**src/rtl/vgpr_retire_arbiter_pkg.sv**
```systemverilog
// Shared types and constants for the VGPR retire arbiter: source encodings,
// FIFO depth and the {wfid, addr, mask} retire entry record.
package vgpr_retire_arbiter_pkg;
    localparam int NUM_RETIRE_SRC    = 3;
    localparam int RETIRE_FIFO_DEPTH = 2;
    localparam int WFID_W            = 6;
    localparam int VGPR_ADDR_LENGTH  = 10;
    localparam int MASK_W            = 4;
    localparam int RETIRE_ENTRY_W    = WFID_W + VGPR_ADDR_LENGTH + MASK_W;

    localparam logic [1:0] SRC_SIMD = 2'd0;
    localparam logic [1:0] SRC_SIMF = 2'd1;
    localparam logic [1:0] SRC_LSU  = 2'd2;

    typedef struct packed {
        logic [WFID_W-1:0]           wfid;
        logic [VGPR_ADDR_LENGTH-1:0] addr;
        logic [MASK_W-1:0]           mask;
    } retire_entry_t;

    // (base + off) mod 3 for the round-robin search order
    function automatic logic [1:0] src_add(input logic [1:0] base, input logic [1:0] off);
        logic [2:0] sum;
        sum = {1'b0, base} + {1'b0, off};
        return (sum >= 3'd3) ? 2'(sum - 3'd3) : sum[1:0];
    endfunction
endpackage

```
**src/rtl/vgpr_retire_arbiter_if.sv**
```systemverilog
// Retire request / retire output bundle between the VALU/LSU sources,
// the arbiter and the scoreboard comparator.
interface vgpr_retire_arbiter_if;
    import vgpr_retire_arbiter_pkg::*;

    logic [NUM_RETIRE_SRC-1:0]                        req_valid;
    logic [NUM_RETIRE_SRC-1:0][WFID_W-1:0]            req_wfid;
    logic [NUM_RETIRE_SRC-1:0][VGPR_ADDR_LENGTH-1:0]  req_vgpr_addr;
    logic [NUM_RETIRE_SRC-1:0][MASK_W-1:0]            req_mask;
    logic [NUM_RETIRE_SRC-1:0]                        req_ready;
    logic                                             sb_stall;
    logic                                             retire_valid;
    logic [WFID_W-1:0]                                retire_wfid;
    logic [VGPR_ADDR_LENGTH-1:0]                      retired_operand_addr;
    logic [MASK_W-1:0]                                retired_operand_mask;
    logic [1:0]                                       retire_src;

    modport master (
        output req_valid, req_wfid, req_vgpr_addr, req_mask, sb_stall,
        input  req_ready, retire_valid, retire_wfid, retired_operand_addr,
               retired_operand_mask, retire_src
    );

    modport slave (
        input  req_valid, req_wfid, req_vgpr_addr, req_mask, sb_stall,
        output req_ready, retire_valid, retire_wfid, retired_operand_addr,
               retired_operand_mask, retire_src
    );
endinterface

```
**src/rtl/vgpr_retire_arbiter_skid_fifo.sv**
```systemverilog
// Two-entry count-based FIFO holding pending retires for one source.
module retire_skid_fifo
    import vgpr_retire_arbiter_pkg::*;
(
    input  logic          clk,
    input  logic          rst_n,
    input  logic          push,
    input  logic          pop,
    input  retire_entry_t push_data,
    output retire_entry_t head,
    output logic          full,
    output logic          empty
);
    retire_entry_t mem_q [RETIRE_FIFO_DEPTH];
    retire_entry_t mem_d [RETIRE_FIFO_DEPTH];
    logic          wr_ptr_q, wr_ptr_d;
    logic          rd_ptr_q, rd_ptr_d;
    logic [1:0]    count_q, count_d;
    logic          push_ok, pop_ok;

    assign full    = (count_q == 2'(RETIRE_FIFO_DEPTH));
    assign empty   = (count_q == 2'd0);
    assign head    = mem_q[rd_ptr_q];
    assign push_ok = push && !full;
    assign pop_ok  = pop && !empty;

    always_comb begin
        mem_d    = mem_q;
        wr_ptr_d = wr_ptr_q;
        rd_ptr_d = rd_ptr_q;
        count_d  = count_q;
        if (push_ok) begin
            mem_d[wr_ptr_q] = push_data;
            wr_ptr_d        = ~wr_ptr_q;
        end
        if (pop_ok) rd_ptr_d = ~rd_ptr_q;
        case ({push_ok, pop_ok})
            2'b10:   count_d = count_q + 2'd1;
            2'b01:   count_d = count_q - 2'd1;
            default: count_d = count_q;
        endcase
    end

    always_ff @(posedge clk) begin
        if (!rst_n) begin
            for (int i = 0; i < RETIRE_FIFO_DEPTH; i++) mem_q[i] <= '0;
            wr_ptr_q <= 1'b0;
            rd_ptr_q <= 1'b0;
            count_q  <= 2'd0;
        end else begin
            mem_q    <= mem_d;
            wr_ptr_q <= wr_ptr_d;
            rd_ptr_q <= rd_ptr_d;
            count_q  <= count_d;
        end
    end
endmodule

```
**src/rtl/vgpr_retire_arbiter.sv**
```systemverilog
// Arbitrates SIMD/SIMF/LSU retires into one registered retire port.
// VGPR_RETIRE_LSU_PRIORITY_EN selects fixed LSU > SIMF > SIMD priority instead of round-robin.
module vgpr_retire_arbiter
    import vgpr_retire_arbiter_pkg::*;
(
    input  logic                  clk,
    input  logic                  rst_n,
    vgpr_retire_arbiter_if.slave  bus
);
    logic [NUM_RETIRE_SRC-1:0] push, pop, full, empty;
    retire_entry_t [NUM_RETIRE_SRC-1:0] head;

    for (genvar g = 0; g < NUM_RETIRE_SRC; g++) begin : g_src
        retire_entry_t push_data;
        assign push_data = {bus.req_wfid[g], bus.req_vgpr_addr[g], bus.req_mask[g]};
        // An all-zero mask retires nothing, so it is accepted and dropped here.
        assign push[g]   = bus.req_valid[g] && !full[g] && (bus.req_mask[g] != '0);

        retire_skid_fifo u_fifo (
            .clk       (clk),
            .rst_n     (rst_n),
            .push      (push[g]),
            .pop       (pop[g]),
            .push_data (push_data),
            .head      (head[g]),
            .full      (full[g]),
            .empty     (empty[g])
        );
    end

    assign bus.req_ready = ~full;

    logic          retire_valid_q, retire_valid_d;
    retire_entry_t retire_q, retire_d;
    logic [1:0]    retire_src_q, retire_src_d;
    logic          load, grant_found;
    logic [1:0]    grant_idx;

    assign load = !retire_valid_q || !bus.sb_stall;

`ifdef VGPR_RETIRE_LSU_PRIORITY_EN
    always_comb begin
        grant_found = 1'b0;
        grant_idx   = SRC_SIMD;
        // Ascending scan, last hit wins: highest source index has priority.
        for (int i = 0; i < NUM_RETIRE_SRC; i++) begin
            if (!empty[i]) begin
                grant_found = 1'b1;
                grant_idx   = 2'(i);
            end
        end
    end
`else
    logic [1:0] rr_ptr_q, rr_ptr_d;

    always_comb begin
        grant_found = 1'b0;
        grant_idx   = SRC_SIMD;
        // Descending scan over offsets so the nearest candidate after rr_ptr wins.
        for (int i = NUM_RETIRE_SRC - 1; i >= 0; i--) begin
            if (!empty[src_add(rr_ptr_q, 2'(i))]) begin
                grant_found = 1'b1;
                grant_idx   = src_add(rr_ptr_q, 2'(i));
            end
        end
        rr_ptr_d = rr_ptr_q;
        if (load && grant_found) rr_ptr_d = src_add(grant_idx, 2'd1);
    end

    always_ff @(posedge clk) begin
        if (!rst_n) rr_ptr_q <= 2'd0;
        else        rr_ptr_q <= rr_ptr_d;
    end
`endif

    always_comb begin
        pop            = '0;
        retire_valid_d = retire_valid_q;
        retire_d       = retire_q;
        retire_src_d   = retire_src_q;
        if (load) begin
            retire_valid_d = grant_found;
            if (grant_found) begin
                pop[grant_idx] = 1'b1;
                retire_d       = head[grant_idx];
                retire_src_d   = grant_idx;
            end
        end
    end

    always_ff @(posedge clk) begin
        if (!rst_n) begin
            retire_valid_q <= 1'b0;
            retire_q       <= '0;
            retire_src_q   <= 2'd0;
        end else begin
            retire_valid_q <= retire_valid_d;
            retire_q       <= retire_d;
            retire_src_q   <= retire_src_d;
        end
    end

    assign bus.retire_valid         = retire_valid_q;
    assign bus.retire_wfid          = retire_q.wfid;
    assign bus.retired_operand_addr = retire_q.addr;
    assign bus.retired_operand_mask = retire_q.mask;
    assign bus.retire_src           = retire_src_q;
endmodule

```
**src/flat_wrapper.sv**
```systemverilog
// flat-port wrapper written by rule: the top's interface ports become plain ports
module vgpr_retire_arbiter_flat import vgpr_retire_arbiter_pkg::*;
  (clk, rst_n, bus_req_valid, bus_req_wfid, bus_req_vgpr_addr, bus_req_mask, bus_sb_stall, bus_req_ready, bus_retire_valid, bus_retire_wfid, bus_retired_operand_addr, bus_retired_operand_mask, bus_retire_src);
  vgpr_retire_arbiter_if bus_i ();
  input  logic clk;
  input  logic rst_n;
  input wire logic [$bits(bus_i.req_valid)-1:0] bus_req_valid;
  input wire logic [$bits(bus_i.req_wfid)-1:0] bus_req_wfid;
  input wire logic [$bits(bus_i.req_vgpr_addr)-1:0] bus_req_vgpr_addr;
  input wire logic [$bits(bus_i.req_mask)-1:0] bus_req_mask;
  input wire logic [$bits(bus_i.sb_stall)-1:0] bus_sb_stall;
  output wire logic [$bits(bus_i.req_ready)-1:0] bus_req_ready;
  output wire logic [$bits(bus_i.retire_valid)-1:0] bus_retire_valid;
  output wire logic [$bits(bus_i.retire_wfid)-1:0] bus_retire_wfid;
  output wire logic [$bits(bus_i.retired_operand_addr)-1:0] bus_retired_operand_addr;
  output wire logic [$bits(bus_i.retired_operand_mask)-1:0] bus_retired_operand_mask;
  output wire logic [$bits(bus_i.retire_src)-1:0] bus_retire_src;
  assign bus_i.req_valid = bus_req_valid;
  assign bus_i.req_wfid = bus_req_wfid;
  assign bus_i.req_vgpr_addr = bus_req_vgpr_addr;
  assign bus_i.req_mask = bus_req_mask;
  assign bus_i.sb_stall = bus_sb_stall;
  assign bus_req_ready = bus_i.req_ready;
  assign bus_retire_valid = bus_i.retire_valid;
  assign bus_retire_wfid = bus_i.retire_wfid;
  assign bus_retired_operand_addr = bus_i.retired_operand_addr;
  assign bus_retired_operand_mask = bus_i.retired_operand_mask;
  assign bus_retire_src = bus_i.retire_src;
  vgpr_retire_arbiter u_core (.clk(clk), .rst_n(rst_n), .bus(bus_i));
endmodule
```
**config.mk**
```make
export PLATFORM = sky130hd
export DESIGN_NAME = vgpr_retire_arbiter_flat
export DESIGN_NICKNAME = d
export VERILOG_FILES = /design/src/rtl/vgpr_retire_arbiter_pkg.sv /design/src/rtl/vgpr_retire_arbiter_if.sv /design/src/rtl/vgpr_retire_arbiter_skid_fifo.sv /design/src/rtl/vgpr_retire_arbiter.sv /design/src/flat_wrapper.sv
export SDC_FILE = /design/constraint.sdc
export NUM_CORES = 1
export LEC_CHECK = 0
export BUFFER_PORTS_ARGS = -buffer_cell sky130_fd_sc_hd__buf_2
export CAP_MARGIN = 10
export CORE_MARGIN = 5
export CORE_UTILIZATION = 45
export CTS_CLUSTER_SIZE = 24
export DETAILED_ROUTE_END_ITERATION = 12
export PLACE_DENSITY_LB_ADDON = 0.15
export SYNTH_ARGS = -nofsm -noshare
export SYNTH_HDL_FRONTEND = slang
export SYNTH_SLANG_ARGS = --single-unit
export TNS_END_PERCENT = 5
```
**constraint.sdc**
```tcl
create_clock -name clk -period 3.2 [get_ports clk]
set_input_delay 0.32 -clock clk [delete_from_list [all_inputs] [get_ports clk]]
set_output_delay 0.32 -clock clk [all_outputs]
set_load 0.02 [all_outputs]
```
Word level (Yosys, flattened, before mapping)
Cells that the tools add are included.
Widths: inputs -> output; s select.

operators by class
  add/sub/neg operators = 13
  magnitude comparators = 18
  eq/ne operators = 9
  muxes and demuxes = 43
  bitwise operators = 13
  reductions and logical operators = 36

operators by type and width
  kind                 number
  $mux 20              13
  $bwmux 40            3
  $demux 20 s1         3
  $bmux 20 s2          1
  $logic_and 1x1->1    17
  $ge 2x2->1 const B   7
  $mux 2               7
  $eq 2x2->1 const B   6
  $lt 2x3->1 const B   4
  $not 1->2            6
  $pmux 2 s2           3
  $reduce_bool 4->1    3
  $ge 3x2->1 const B   3
  $logic_not 1->1      8
  $sub 2x2->2 const B  4
  $mux 1               7
  $add 2x1->2 const B  3
  $add 2x1->3 const B  2
  $bmux 1 s2           3
  $eq 2x1->1 const B   3
  $logic_not 2->1      3
  $lt 2x1->1 const B   3
  $mux 3               2
  $not 1->1            6
  8 further kinds      12

word-level totals
  register bits after elaboration = 157
  input bits = 66
  output and inout port bits = 26

Longest topological paths before layout
  word-level depth = 17
  depth in mapped cells = 14
  mapped depth without buffers = 12

Modules after synthesis
A second synthesis with hierarchy kept.

unflattened totals
  cell total of the unflattened synthesis = 826
  area total of the unflattened synthesis = 7573.5 µm²

modules (own cells, without submodules)
  module               times used  cells an instance  area an instance (µm²)  sequential area each (µm²)
  retire_skid_fifo     3           198                1931.9                  880.8
  vgpr_retire_arbiter  1           232                1778.0                  500.5

Least setup slack after synthesis
OpenSTA, ideal clock, no wires.

  path kind = register -> register
  from = register u_core.rr_ptr_q[0]
  to = register u_core.g_src[2].u_fifo.count_q[1]
  library setup time = 76 ps
  arrival = 2860 ps
  data required time = 3124 ps
  path slack = 264 ps
  cell stages (with the launch flop) = 13
  clock period less this slack = 2936 ps
  cell sequence = dfxtp_1 -> inv_1 -> ha_1 -> buf_2 -> o41a_1 -> a31oi_1 -> nand2_2 -> inv_1 -> ha_1 -> and3_4 -> ha_1 -> or3_1 -> a21boi_0

between the ends
  cells in the longest elaborated chain, start to end = 17

ends and longest elaborated chain
  what                                                                   line                                 text
  start, declared                                                        vgpr_retire_arbiter.sv:54            logic [1:0] rr_ptr_q, rr_ptr_d;
  start signal, assigned                                                 vgpr_retire_arbiter.sv:72            else rr_ptr_q <= rr_ptr_d;
  $add 2x2->3                                                            vgpr_retire_arbiter_pkg.sv:24        sum = {1'b0, base} + {1'b0, off};
  $ge 3x2->1 / $sub 2x2->2 (equally long branches)                       vgpr_retire_arbiter_pkg.sv:25        return (sum >= 3'd3) ? 2'(sum - 3'd3) : sum[1:0];
  $mux 2                                                                 vgpr_retire_arbiter_pkg.sv:25
  $bmux 1 s2                                                             vgpr_retire_arbiter.sv:61            if (!empty[src_add(rr_ptr_q, 2'(i))]) begin
  $mux 1 (not written as such)                                           vgpr_retire_arbiter.sv:61
  $mux 2 (3 in a row)                                                    vgpr_retire_arbiter.sv:61
  $lt 2x3->1 (not written as such) / $ge 2x1->1 (equally long branches)  vgpr_retire_arbiter.sv:84            pop[grant_idx] = 1'b1;
  $logic_and 1x1->1 (not written as such)                                vgpr_retire_arbiter.sv:84
  $mux 1 (not written as such)                                           vgpr_retire_arbiter.sv:84
  $demux 1 s2                                                            n/a
  $mux 3 (*)                                                             vgpr_retire_arbiter.sv:83            if (grant_found) begin
  $mux 3 (*)                                                             vgpr_retire_arbiter.sv:81            if (load) begin
  $logic_and 1x1->1 (*)                                                  vgpr_retire_arbiter_skid_fifo.sv:25  assign pop_ok = pop && !empty;
  net u_core.g_src[2].u_fifo.pop_ok                                      vgpr_retire_arbiter_skid_fifo.sv:19  logic push_ok, pop_ok;
  $eq 2x1->1 / $eq 2x2->1 (equally long branches)                        vgpr_retire_arbiter_skid_fifo.sv:37  case ({push_ok, pop_ok})
  $pmux 2 s2 / $reduce_bool 2->1 (equally long branches)                 n/a
  end signal, assigned                                                   vgpr_retire_arbiter_skid_fifo.sv:54  count_q <= count_d;
  end, declared                                                          vgpr_retire_arbiter_skid_fifo.sv:18  logic [1:0] count_q, count_d;

Mark *: on every way through the listed nets, which the timed path passes. The rest lies on a longest branch. The select of a mux whose other input is x is not followed.
A chain may end at the register's enable or synchronous reset.

Worst setup path after layout
Same ends and word-level chain as after synthesis.

==> impl_results.md <==
- Max-cap check violation count: 0
- Core footprint: 15830 um^2
- Hold Vio Cnt, Final: 0
- # H-tree levels: 4
- Starting Density: 45.79%
- Layout cells sized above 1: 24.09%
- Yosys top cell by area: dfxtp_1
- HP Class: in2reg
- Drt total wl: 17.84 mm
- Die Ht: 136.9 um
- Total gr overflow: 0
- Reg clk slew, reported paths: 60 ps
- Drt first pass iters: 5
- Pins Over Slew Limit: 0
- Clock Skew: 7.645 ps
- Crit path setup slack, layout: 247.6 ps
- Synth top area cells: dfxtp_1 43%, mux2i_1 20%, nor2b_1 10%
- Port bufs: 91
- Post-synth EDFFs: 0
- WP data required: 3540 ps
- Vias in the first global route: 5234
- CTS tree: yes
- Mapped Nets: 781
- Worst setup EP type: register
- Syn Inst Count: 709
- First-pass GRT wire length: 28.29 mm
- Ys flop type: dfxtp_1
- Total leakage power: 0.003630 uW
- Chip width: 136.9 um
- Ys async rst share: 0%
- N_diodes: 0
- Fin crit period: 2952 ps
- Largest net degree at the start of global routing: 97
- Area share of the largest cell type after synthesis: 43.37%
- Total power: 8032 uW
- Yosys cell types: 46
- Max FO, Critical Path: 6
- R2R Path Start: u_core.rr_ptr_q[0]$_SDFFE_PN0P_
- Mean post-synth cell area: 10.22 um^2
- Ys Warns: 0
- Row cnt: 46
- Status: completed
- Slew @ Worst Pin: 1103 ps
- Sequential-to-total area share from yosys stat: 43.37%
- Initial drt markers: 314
- FF-to-FF setup slack: 250 ps
- Worst Reg2Reg Path Length in Cells: 11
- Post-detailed-route count of antenna-violating nets: 0
- Max Root-Sink Buffers: 2
- Die area: 18740 um^2
- Kind of critical path: reg2reg
- Most frequent cells in the layout: 157 x dfxtp_1, 144 x mux2i_1, 121 x nor2b_1
- Post-layout util: 53.57%
- Crit path DAT: 3290 ps
- Period utilisation layout: 92.26%
- Vias per inst: 5.257
- Achievable Freq: 338.7 MHz
- I/O pins: 92
- Peak VDD IR: 483.7 uV
- Clock Latency Late Sink: 420 ps
- GRT Util Overall: 19.50%
- WL/cell: 17.61 um
- Final setup vio count: 0
- RSZ-0062 raised after global routing: no
- CP Launch Point: u_core.rr_ptr_q[0]$_SDFFE_PN0P_
- DRC: 0
- Clock sinks: 157
- Pre-CTS WS: 240.2 ps
- Synthesized area: 7247 um^2
- Most common cell after layout, fill and taps aside: dfxtp_1
- Setup crit start kind: register
- Max_slew headroom: 26.35%
- Synth-to-Final Area Change: 16.99%
- Reg2reg end: u_core.g_src[2].u_fifo.count_q[1]$_SDFFE_PN0P_
- Flops & latches, synth: 157
- CTS Buf Count: 17
- Layout Nets: 857
- Worst Setup EP: u_core.g_src[2].u_fifo.count_q[1]$_SDFFE_PN0P_
- Cell Pwr Density: 947.4 nW/um^2
- Setup TNS Final: 0 ps
- Initial antenna violation count: 0
- Via count: 5325
- Post-DP HPWL: 12.84 mm
- GPL Wtd Cong: 0.9232
- CTS root buffer: clkbuf_16
## worst min path at each step
stage | from | endpoint | slack [ps] | cells past startpoint
floorplan | u_core.rr_ptr_q[1]$_SDFFE_PN0P_ | u_core.rr_ptr_q[1]$_SDFFE_PN0P_ | 460 | 2
global placement | u_core.g_src[1].u_fifo.mem_q[6]$_SDFFE_PN0P_ | u_core.g_src[1].u_fifo.mem_q[6]$_SDFFE_PN0P_ | 490 | 2
detailed placement | u_core.bus.retire_src[0]$_SDFFE_PN0P_ | u_core.bus.retire_src[0]$_SDFFE_PN0P_ | 490 | 1
CTS | bus_req_wfid[6] | u_core.g_src[1].u_fifo.mem_q[14]$_SDFFE_PN0P_ | 150 | 3
global route | bus_req_wfid[8] | u_core.g_src[1].u_fifo.mem_q[36]$_SDFFE_PN0P_ | 170 | 3
finish | bus_req_wfid[6] | u_core.g_src[1].u_fifo.mem_q[14]$_SDFFE_PN0P_ | 160 | 3
## repair_timing
| item | in CTS | in global routing |
|---|---|---|
| hold buffers | 0 | 0 |
| endpoints found under the setup margin | 0 | 1 |
| setup buffers | 0 | 0 |
| gates resized for setup | 0 | 1 |
## cells in the mapped netlist, types with 5 or more instances
library cell  number
clkbuf_1          31
nand2_1           25
mux2i_1          144
nand3_1            7
dfxtp_1          157
nor2b_1          121
xnor2_1            9
inv_1              5
a31oi_1           21
nand2b_1           7
ha_1               6
o211ai_1          20
nor2_1             9
o21ai_1            6
and2_1             6
mux2_2            40
buf_2             17
o21ai_0           37
## flip-flops by register name, indices dropped and copies added, names as in the netlist
name                             count
u_core.bus.retire_src                2
u_core.rr_ptr_q                      2
u_core.bus.retired_operand_mask      4
u_core.bus.retired_operand_addr     10
u_core.bus.retire_valid              1
u_core.g_src.u_fifo.count_q          6
u_core.g_src.u_fifo.rd_ptr_q         3
u_core.g_src.u_fifo.mem_q          120
u_core.bus.retire_wfid               6
u_core.g_src.u_fifo.wr_ptr_q         3
## metal layers
metal  vias to the layer above  share of wire (%)  global-route usage, %
li1                       2636                  -                      -
met1                      2557                 47                  26.65
met2                       110                 47                  31.41
met3                        22                4.0                  3.750
met4                         0                1.4                  5.820
met5                         -                  0                      0
## critical path, stage by stage, from the launching register on
cell      delay (ps)
dfxtp_1          360
inv_1             60
ha_1             310
o41a_1           450
a31oi_2          280
nand2_2           90
inv_1            160
ha_1             180
and3_4           180
ha_1             260
or3_1            370
a21boi_0         180
## final cells by class
class,count,area (um^2)
clock buffers,24,491.7
clock inverters,7,62.56
fillers,1458,7350
inverters,5,18.77
multi-input cells,495,3874
flip-flops and latches,157,3143
well taps,216,270.3
repair buffers,109,618.1
## per-stage QoR
stage / std cells / hold slack, ps / cell area (um^2)
global placement: 982 / 492.3 / 7918
floorplan: 709 / 460.3 / 7247
detailed placement: 982 / 492.8 / 7918
finish: 1013 / 164.7 / 8478
CTS: 1013 / 150.0 / 8472
global route: 1013 / 167.6 / 8478
## kinds of logic (layout without fill, tap and decap cells)
group	Yosys count	count (layout)	share of synthesized area [%]
XOR/XNOR	9	9	1.088
adder cells (fa/ha/maj)	6	6	1.036
AO/OA/AOI/OAI	99	99	8.892
buffers and inverters	57	145	3.522
flip-flops	157	157	43.37
AND/OR/NAND/NOR	197	197	15.99
multiplexers	184	184	26.10
## power by group
part	total (uW)	switching, uW	internal, uW
combinational	3550	2120	1430
sequential	2570	263	2310
clock	1900	762	1140
Note: power is estimated with default switching activity, not from simulation.
